===== config.mk =====
export PLATFORM = sky130hd
export DESIGN_NAME = conv33_window_gen_flat
export DESIGN_NICKNAME = d
export VERILOG_FILES = /design/src/rtl/conv33_window_gen_if.sv /design/src/rtl/conv33_window_gen.sv /design/src/flat_wrapper.sv
export SDC_FILE = /design/constraint.sdc
export NUM_CORES = 1
export LEC_CHECK = 0
export CORE_MARGIN = 2
export CORE_UTILIZATION = 25
export DETAILED_ROUTE_END_ITERATION = 12
export PLACE_DENSITY = 0.38
export SYNTH_ARGS = -nofsm -noshare
export SYNTH_HDL_FRONTEND = slang
export SYNTH_SLANG_ARGS = --single-unit

===== constraint.sdc =====
create_clock -name clk -period 4 [get_ports clk]
set_input_delay 0.4 -clock clk [delete_from_list [all_inputs] [get_ports clk]]
set_output_delay 0.4 -clock clk [all_outputs]
set_load 0.01 [all_outputs]

===== src/rtl/conv33_window_gen_if.sv =====
// conv33_window_gen_if: pixel-in / window-out handshake bundle for conv33_window_gen.
interface conv33_window_gen_if #(
  parameter int DATA_W = 8
);
  logic                start;
  logic                done;
  logic [DATA_W-1:0]   pix_in;
  logic                valid_in;
  logic                ready_out;
  logic [9*DATA_W-1:0] win_out;
  logic                valid_out;
  logic                ready_in;
  modport master (output start, pix_in, valid_in, ready_in, input done, ready_out, win_out, valid_out);
  modport slave (input start, pix_in, valid_in, ready_in, output done, ready_out, win_out, valid_out);
endinterface


===== src/rtl/conv33_window_gen.sv =====
// conv33_window_gen: 3x3 sliding-window builder over a raster pixel stream using two line buffers.
// Optional macro CONV33_WIN_STRIDE2_EN: emit only windows with even (r-2),(c-2) (stride 2).
module conv33_window_gen #(
  parameter int DATA_W = 8,
  parameter int IMG_W  = 28,
  parameter int IMG_H  = 28
) (
  input logic               clk,
  input logic               rst,
  conv33_window_gen_if.slave bus
);
  localparam int CW = $clog2(IMG_W);
  localparam int RW = $clog2(IMG_H);
  localparam logic [1:0] IDLE = 2'd0, RUN = 2'd1, FLUSH = 2'd2;
  logic [1:0]              state_q, state_d;
  logic [CW-1:0]           col_q, col_d;
  logic [RW-1:0]           row_q, row_d;
  logic [8:0][DATA_W-1:0]  sh_q, sh_d, win_q, win_d;
  logic                    valid_q, valid_d, done_q, done_d;
  logic [DATA_W-1:0]       lb0_q [IMG_W];
  logic [DATA_W-1:0]       lb1_q [IMG_W];
  logic                    go, acc, emit, xfer, last_col, last;
  assign bus.ready_out = (state_q == RUN) && (!valid_q || bus.ready_in);
  assign bus.valid_out = valid_q;
  assign bus.win_out   = win_q;
  assign bus.done      = done_q;
  assign go       = (state_q == IDLE) && bus.start;
  assign acc      = bus.valid_in && bus.ready_out;
  assign xfer     = valid_q && bus.ready_in;
  assign last_col = col_q == CW'(IMG_W - 1);
  assign last     = acc && last_col && (row_q == RW'(IMG_H - 1));
`ifdef CONV33_WIN_STRIDE2_EN
  assign emit = acc && (row_q >= RW'(2)) && (col_q >= CW'(2)) && !row_q[0] && !col_q[0];
`else
  assign emit = acc && (row_q >= RW'(2)) && (col_q >= CW'(2));
`endif
  // The shifted window is also the emitted one, so the output register captures sh_d directly.
  always_comb begin
    sh_d = sh_q;
    for (int i = 0; i < 3; i++) begin
      sh_d[i*3]   = sh_q[i*3+1];
      sh_d[i*3+1] = sh_q[i*3+2];
    end
    sh_d[2] = lb1_q[col_q];
    sh_d[5] = lb0_q[col_q];
    sh_d[8] = bus.pix_in;
    win_d   = emit ? sh_d : win_q;
    valid_d = emit || (valid_q && !bus.ready_in);
    done_d  = (last && !emit) || (state_q == FLUSH && xfer);
    col_d   = go ? '0 : acc ? (last_col ? '0 : col_q + 1'b1) : col_q;
    row_d   = go ? '0 : (acc && last_col) ? row_q + 1'b1 : row_q;
    state_d = go ? RUN : last ? (emit ? FLUSH : IDLE) : (state_q == FLUSH && xfer) ? IDLE : state_q;
  end
  always_ff @(posedge clk or posedge rst)
    if (rst) begin
      state_q <= IDLE;
      col_q   <= '0;
      row_q   <= '0;
      sh_q    <= '0;
      win_q   <= '0;
      valid_q <= 1'b0;
      done_q  <= 1'b0;
    end else begin
      state_q <= state_d;
      col_q   <= col_d;
      row_q   <= row_d;
      sh_q    <= acc ? sh_d : sh_q;
      win_q   <= win_d;
      valid_q <= valid_d;
      done_q  <= done_d;
    end
  always_ff @(posedge clk)
    if (acc) begin
      lb1_q[col_q] <= lb0_q[col_q];
      lb0_q[col_q] <= bus.pix_in;
    end
endmodule


===== src/flat_wrapper.sv =====
// flat-port wrapper written by rule: the top's interface ports become plain ports
module conv33_window_gen_flat 
#(
  parameter int DATA_W = 8,
  parameter int IMG_W  = 28,
  parameter int IMG_H  = 28
)
  (clk, rst, bus_start, bus_pix_in, bus_valid_in, bus_ready_in, bus_done, bus_ready_out, bus_win_out, bus_valid_out);
  conv33_window_gen_if #(.DATA_W(DATA_W)) bus_i ();
  input logic clk;
  input logic rst;
  input wire logic [$bits(bus_i.start)-1:0] bus_start;
  input wire logic [$bits(bus_i.pix_in)-1:0] bus_pix_in;
  input wire logic [$bits(bus_i.valid_in)-1:0] bus_valid_in;
  input wire logic [$bits(bus_i.ready_in)-1:0] bus_ready_in;
  output wire logic [$bits(bus_i.done)-1:0] bus_done;
  output wire logic [$bits(bus_i.ready_out)-1:0] bus_ready_out;
  output wire logic [$bits(bus_i.win_out)-1:0] bus_win_out;
  output wire logic [$bits(bus_i.valid_out)-1:0] bus_valid_out;
  assign bus_i.start = bus_start;
  assign bus_i.pix_in = bus_pix_in;
  assign bus_i.valid_in = bus_valid_in;
  assign bus_i.ready_in = bus_ready_in;
  assign bus_done = bus_i.done;
  assign bus_ready_out = bus_i.ready_out;
  assign bus_win_out = bus_i.win_out;
  assign bus_valid_out = bus_i.valid_out;
  conv33_window_gen #(.DATA_W(DATA_W), .IMG_W(IMG_W), .IMG_H(IMG_H)) u_core (.clk(clk), .rst(rst), .bus(bus_i));
endmodule

==> impl_metrics.py <==
metrics = {
    "outcome": {
        "status": "finished clean",
    },
    "detailed_routing": {
        "drt-total-wl_mm": 67.5,
        "drc_errors": 0,
        "ant_nets": 0,
        "dr.pass1.iters": 5,
        "via_per_inst": 4.46,
        "vias": 12200,
        "drt-initial-drc-count": 818,
        "detail_route.wl_per_cell_um": 24.7,
    },
    "die": {
        "dieArea_um2": 92900,
        "start_util_pct": 25.2,
        "die_h_um": 305,
        "io_pins": 88,
        "dieWidth_um": 305,
        "core_area_um2": 89900,
        "rows": 110,
    },
    "cts": {
        "numCtsBuffers": 68,
        "root_buffer": "clkbuf_16",
        "clkSlewWorstSetupHoldPaths_ps": 60,
        "post_cts_resized": 0,
        "postCtsHoldBufs": 0,
        "cts_tree": "done",
        "insertion_delay_ps": 590,
        "cts.sinks": 582,
        "cts.path.max_buffers": 3,
        "cts_setup_buffers": 0,
        "cts_htree_levels": 3,
    },
    "power_and_ir_drop": {
        "max-vdd-ir-drop_mv": 0.221,
        "power_leakage_nw": 9.39,
        "power_mw": 12.6,
        "p_per_area_nw_per_um2": 458,
    },
    "synth": {
        "synthFlopType": "edfxtp_1",
        "synth_cell_types": 52,
        "synth_nets": 1343,
        "syn_area_um2": 22600,
        "yosysSeqAreaShare_pct": 74.3,
        "yosys.area.top_type_share_pct": 59.5,
        "syn-instance-count": 1324,
        "synth.area.top_cells": "edfxtp_1 59%, dfrtp_1 15%, mux2i_1 7.1%, mux2_2 4.0%, mux4_2 2.7%",
        "ys_async_sr_fraction_pct": 23.0,
        "yosys.area.top_type": "edfxtp_1",
        "synth_edf_count": 448,
        "yosys-top-cells-count": "448 x edfxtp_1, 161 x mux2i_1, 134 x dfrtp_1, 118 x nand2_1, 80 x mux2_2",
        "synth-seq-cells": 582,
        "syn_area_per_cell_um2": 17.1,
        "yosysMostFrequentCell": "edfxtp_1",
        "yosysWarnings": 0,
    },
    "worst_setup_path": {
        "slowest_delay_ps": 770,
        "cp_max_fo": 32,
        "ff2ff_path_depth": 7,
        "crit_arrival_ps": 3880,
        "slowest_stage": "dfrtp_4",
        "r2r-end": "u_core.bus.win_out[16]",
        "cp_num_buf_inv": 2,
        "critPathLaunchType": "register",
        "cp_top_family": "flip-flops",
        "cp.required_ps": 4480,
        "end_kind": "register",
        "r2r_slack_ps": 590,
        "r2r-start": "u_core.col_q[1]",
        "crit_chain": "buf_12, buf_4, mux2i_1, o22ai_1, nor4_1, o211ai_1, mux2_2",
        "setup.worst_path.class": "reg2reg",
    },
    "cells_and_area": {
        "instances_no_fill": 2733,
        "final_layout_size_suffix_gt1_share_pct": 21.0,
        "fin_nets": 1520,
        "fin_util_pct": 30.6,
        "fin_area_um2": 27500,
        "areaGrowthSynthToFinish_pct": 21.6,
    },
    "placement": {
        "place.port_buffers": 87,
        "dp_hpwl_mm": 43.2,
        "dp_cells": 2607,
        "place.gp.congestion": 0.803,
        "placed_area_um2": 25400,
        "dp_slack_ps": 522,
    },
    "sta": {
        "fmax_ghz": 0.294,
        "finClkSkew_ps": 19.4,
        "worst_pin_slew_ps": 882,
        "whs_ps": 284,
        "slew_headroom_pct": 41.2,
        "worst_slack_ps": 595,
        "setup_viol": 0,
        "rsz0062_at_grt": "false",
        "hold_violations": 0,
        "slew_violations": 0,
        "fin_crit_sh_pct": 85.1,
        "fin_crit_ps": 3410,
        "setup_tns_ps": 0,
    },
    "grt": {
        "overflow": 0,
        "grt_max_degree": 62,
        "grt_pass1_wl_mm": 95.9,
        "antenna_found_initial": 3,
        "grt.total_usage_pct": 14.5,
        "grt_pass1_vias": 12700,
    },
    "job": {
        "drv_cap": 0,
    },
    "hold_path": {
        "hold_class": "in2async",
    },
}
## worst max-delay path by stage
stage | start | to | slack [ps] | cells after the start
3_5_place_dp | u_core.col_q[1] | u_core.bus.win_out[16] | 520 | 7
6_report | u_core.col_q[1] | u_core.bus.win_out[16] | 590 | 7
2_1_floorplan | rst | u_core.bus.done | 20 | 1
5_1_grt | u_core.col_q[1] | u_core.bus.win_out[16] | 380 | 7
4_1_cts | u_core.col_q[1] | u_core.sh_d[8] | 520 | 7
3_3_place_gp | u_core.col_q[1] | u_core.sh_d[8] | 530 | 7
## state kept, by name, summed over array words and instances, names as in the netlist
register              cells
u_core.col_q              5
u_core.sh_d              48
u_core.state_q            2
u_core.bus.win_out       72
u_core.lb0_q            224
u_core.bus.valid_out      1
u_core.row_q              5
u_core.lb1_q            224
u_core.bus.done           1
## area by class of cell
class,instances,area (um2)
Clock inverter,14,82.6
Inverter,10,42.5
Tap cell,1176,1470
Multi-Input combinational cell,659,5410
Clock buffer,107,2020
Fill cell,8799,62400
Timing Repair Buffer,180,1630
Antenna cell,5,12.5
Sequential cell,582,16800
## layout by cell type (no fill, tap or decap), drive strengths merged, types with 4 or more instances in the layout
cell type / instances
o2111ai: 4
o22ai: 58
nor3: 12
a211oi: 13
buf: 95
diode: 5
nand4bb: 5
clkbuf: 107
nor2b: 5
xnor2: 6
nand2: 118
nand4: 4
edfxtp: 448
nor2: 45
inv: 9
and2: 4
o21ai: 8
a31oi: 9
mux2i: 161
or4b: 5
nor4: 10
a22oi: 20
a21oi: 12
ha: 6
mux4: 27
o2bb2ai: 6
dfrtp: 134
clkdlybuf4s50: 85
nand3: 19
mux2: 80
clkinv: 14
## logic make-up after synthesis
kind of cell    Yosys count  synth area share, %
flops                   582                 74.3
fa+ha+maj                 6                0.332
simple gates            243                 5.08
buf+inv                  83                 2.15
xor+xnor                  6                0.232
mux                     268                 13.8
compound gates          136                 4.08
## power breakdown
| part | switching [mW] | internal, mW | leakage, nW | total [mW] |
|---|---|---|---|---|
| Sequential | 0.00278 | 6.51 | 5.97 | 6.51 |
| Clock | 2.38 | 3.52 | 1.02 | 5.90 |
| Combinational | 0.151 | 0.0381 | 2.40 | 0.189 |
| Total | 2.53 | 10.1 | 9.39 | 12.6 |
## metal layers
layer | up-vias | GRT usage [%] | part of all wire, %
met3 | 76 | 2.32 | 3.8
met5 | - | 0 | 0
met1 | 6418 | 20.0 | 46
li1 | 5495 | - | -
met2 | 206 | 23.8 | 48
met4 | 0 | 3.70 | 1.7
Note: power is estimated with default switching activity, not from simulation.
==> variant 1, RTL diff (same settings) <==
Take the reset off `sh_q` and load it in a clocked block of its own.
--- a/src/rtl/conv33_window_gen.sv
+++ b/src/rtl/conv33_window_gen.sv
@@ -56,7 +56,6 @@
       state_q <= IDLE;
       col_q   <= '0;
       row_q   <= '0;
-      sh_q    <= '0;
       win_q   <= '0;
       valid_q <= 1'b0;
       done_q  <= 1'b0;
@@ -64,11 +63,14 @@
       state_q <= state_d;
       col_q   <= col_d;
       row_q   <= row_d;
-      sh_q    <= acc ? sh_d : sh_q;
       win_q   <= win_d;
       valid_q <= valid_d;
       done_q  <= done_d;
     end
+
+  always_ff @(posedge clk) begin
+    sh_q <= acc ? sh_d : sh_q;
+  end
   always_ff @(posedge clk)
     if (acc) begin
       lb1_q[col_q] <= lb0_q[col_q];
Check against the original RTL: no difference found for any inputs over 10 cycles, from zero or initial values and one cycle with rst high; that may be too few to reach the edited logic, so the function may still have changed.
==> variant 1 against the unedited design <==
- global-route usage fell by 0.87 points
- final area fell by 1.1%
- sequential cell count did not move
- highest routed layer unchanged
- wire length fell by 8.9%
- worst hold slack improved by 0.058 ns
- setup slack improved by 0.26 ns
- synthesized cell count fell by 9.1%
- cell count fell by 4.4%
- area after synthesis fell by 2.1%
- largest cell class unchanged
Power is not compared: it rests on default switching activity, and its combinational part moved more than twofold at a synthesized area within 25%.
==> variant 1: results <==
final_layout:
  nets: 1412
  register_area_um2: 17100
  finalInstanceArea_um2: 27200
  clk_share: 0.0803
  diodes: 2
  clock_buffers: 92
  drive_gt1_frac: 0.180
  signal_buffers: 183
  multi_input_area_share: 0.177
yosys:
  synthTopCellsByArea: "edfxtp_1 67%, dfrtp_1 9.7%, mux2i_1 8.6%, mux2_1 2.9%, o22ai_1 2.4%"
  synth-async-reset-ratio: 0.148
  synth_cell_types: 47
  syn-num-nets: 1222
  synth_top_cells_by_count: "496 x edfxtp_1, 191 x mux2i_1, 86 x dfrtp_1"
placement:
  hpwlAfterDp_um: 38400
  placed_cell_area_um2: 25000
  gp_congestion: 0.781
timing:
  whs_ns: 0.342
  skew_ns: 0.0328
global_route:
  antenna_found_initial: 1
  track_usage: 0.136
  grt_pass1_wl_um: 88700
  grt_max_degree: 74
  gr-usage-met2: 0.220
critical_path:
  crit_arrival_ns: 3.64
  worst_r2r_endpoint: "u_core.bus.win_out[46]"
  r2r_cells: 8
  timing.rr.start: "u_core.col_q[4]"
  rrSetupSlack_ns: 0.86
  crit_fanout: 30
clock_network:
  clock_latency_ns: 0.62
detailed_routing:
  wl_per_cell_um: 23.5
  wl_met3_um: 2350
run_status:
  status: "complete, no violations"
==> variant 1: kinds of logic after synthesis <==
kind of cell,after synthesis,share of synthesized area
compound gates,114,0.0333
xor+xnor,4,0.00158
fa+ha+maj,6,0.00339
buf+inv,72,0.0164
flops,582,0.770
mux,281,0.141
simple gates,144,0.0349
==> variant 1: worst max-delay path: stages, from the launching register on <==
cell      delay, ns
dfrtp_1        0.60
buf_4          0.26
nand4b_1       0.41
buf_4          0.28
o22ai_1        0.09
a211oi_1       0.63
nand2_1        0.18
buf_4          0.29
mux2_2         0.30
==> variant 1: metrics by stage <==
step | total power (W) | instances | worst slack (ns)
after CTS | 0.0133 | 2611 | 0.868
after floorplan | 0.00696 | 1203 | 0.970
after global placement | 0.00717 | 2488 | 0.904
after detailed placement | 0.00717 | 2488 | 0.884
final | 0.0131 | 2613 | 0.859
after global routing | 0.0136 | 2611 | 0.695
==> variant 2, RTL diff (same settings) <==
Without the edit above. `IMG_H` is set to 28 in 2 places; all go to 56.
--- a/src/rtl/conv33_window_gen.sv
+++ b/src/rtl/conv33_window_gen.sv
@@ -3,7 +3,7 @@
 module conv33_window_gen #(
   parameter int DATA_W = 8,
   parameter int IMG_W  = 28,
-  parameter int IMG_H  = 28
+  parameter int IMG_H  = 56
 ) (
   input logic               clk,
   input logic               rst,
--- a/src/flat_wrapper.sv
+++ b/src/flat_wrapper.sv
@@ -3,7 +3,7 @@
 #(
   parameter int DATA_W = 8,
   parameter int IMG_W  = 28,
-  parameter int IMG_H  = 28
+  parameter int IMG_H  = 56
 )
   (clk, rst, bus_start, bus_pix_in, bus_valid_in, bus_ready_in, bus_done, bus_ready_out, bus_win_out, bus_valid_out);
   conv33_window_gen_if #(.DATA_W(DATA_W)) bus_i ();
Behaviour: same outputs for any inputs over 10 cycles, from zero or initial values and one cycle with rst high; that may be too few to reach the edited logic, so the function may still have changed.
==> variant 2 against the unedited design <==
- area after synthesis increased by 0.53%
- maximum frequency is 2.6% lower
- die area increased by 0.53%
- setup slack worse by 0.093 ns
- final area increased by 0.21%
- sequential cell count grew 1
- critical path depth is 1 higher
- wire length fell by 0.42%
- non-clock buffer count is 9 lower
- via count up 5.1%
- power is 0.17% lower
- synthesized cell count rose by 11%
- critical path type unchanged
- largest cell class unchanged
- highest routed layer unchanged
==> variant 2: results <==
detailed_routing:
  viasPerCell: 4.49
  wl_per_cell_um: 23.5
  first_iter_violations: 803
timing:
  worst_pin_slew_ns: 0.951
  max_freq_ghz: 0.286
  whs_ns: 0.184
power_and_ir_drop:
  intPower_w: 0.0101
  p_leak_nw: 9.59
  max-vdd-ir-drop_mv: 0.232
yosys:
  synth_compound_gate_area_share: 0.0357
  syn-num-nets: 1484
  synth_xor_area_frac: 0.00231
  synthCells: 1465
  synthTopCellsByArea: "edfxtp_1 59%, dfrtp_1 15%, mux2i_1 8.1%, nand2_1 4.9%, o22ai_1 2.1%"
  synth_top_cells_by_count: "448 x edfxtp_1, 295 x nand2_1, 184 x mux2i_1"
  yosysSeqAreaShare: 0.740
  synth_cell_types: 53
  synth-adder-area-share: 0.00330
  synth-async-reset-ratio: 0.232
final_layout:
  nets: 1646
  final_cells: 2854
  drive_gt1_frac: 0.158
critical_path:
  crit_arrival_ns: 3.96
  criticalPathCategory: "reg2reg"
  worst_r2r_endpoint: "u_core.bus.win_out[44]"
  rrSetupSlack_ns: 0.50
  crit_fanout: 45
  r2r_cells: 8
  crit_end: "u_core.bus.win_out[44]"
global_route:
  track_usage: 0.144
  antenna_found_initial: 2
  grt_max_degree: 86
  grt_pass1_wl_um: 97200
  grt_pass1_vias: 13196
clock_network:
  clockBufferDepth: 3
placement:
  placed_cell_area_um2: 25400
  pre_cts_ws_ns: 0.453
  hpwlAfterDp_um: 41000
  dp_cells: 2733
  gp_congestion: 0.740
worst_hold_path:
  hold_path_class: "in2async"
run_status:
  status: "complete, no violations"
[variant 2: changes by cell type after synthesis, moves of 9 or more]
| cell | delta |
|---|---|
| o22ai_1 | +18 |
| mux2i_1 | +23 |
| nor2_1 | +12 |
| a22oi_1 | -10 |
| mux2_4 | +13 |
| mux2_2 | -74 |
| buf_4 | +9 |
| nand2_1 | +177 |
[variant 2: power by group through the flow]
stage | sequential, W | combinational [W] | clock (W)
CTS | 0.00649 | 0.000105 | 0.00620
global route | 0.00649 | 0.000112 | 0.00645
floorplan | 0.00661 | 0.0000204 | 0
global placement | 0.00661 | 0.000104 | 0
detailed placement | 0.00661 | 0.000105 | 0
finish | 0.00649 | 0.0000991 | 0.00599
[variant 2: layout make-up]
type | instances | area share
Antenna cell | 1 | 0.0000908
Clock buffer | 84 | 0.0673
Clock inverter | 36 | 0.0103
Inverter | 8 | 0.00123
Multi-Input combinational cell | 795 | 0.199
Sequential cell | 583 | 0.611
Tap cell | 1176 | 0.0534
Timing Repair Buffer | 171 | 0.0581
[variant 2: worst min-delay path by stage]
stage,end,cells after the start
floorplan,u_core.bus.win_out[0],2
global placement,u_core.bus.win_out[28],2
detailed placement,u_core.bus.win_out[28],2
CTS,u_core.bus.win_out[66],2
global route,u_core.bus.win_out[67],2
finish,u_core.bus.win_out[66],2
[variant 2: cells by family (layout without fill, tap and decap cells)]
group           count (synthesis)  in the layout
flops                         583            583
simple gates                  436            436
mux                           224            224
compound gates                123            123
buf+inv                        87            299
fa+ha+maj                       6              6
xor+xnor                        6              6
other cells                     0              1
[variant 2: per-layer routing]
metal | wire length (µm) | GRT usage | part of all wire | vias to the layer above
li1 | - | - | - | 5811
met1 | 32100 | 0.204 | 0.48 | 6614
met2 | 30800 | 0.227 | 0.46 | 301
met3 | 2910 | 0.0243 | 0.043 | 94
met4 | 1360 | 0.0401 | 0.020 | 0
met5 | 0 | 0 | 0 | -
[variant 2: per-stage QoR]
stage / utilization / total power (W)
2_1_floorplan: - / 0.00664
3_3_place_gp: 0.282 / 0.00672
3_5_place_dp: 0.282 / 0.00672
4_1_cts: 0.306 / 0.0128
5_1_grt: 0.306 / 0.0130
6_report: 0.306 / 0.0126
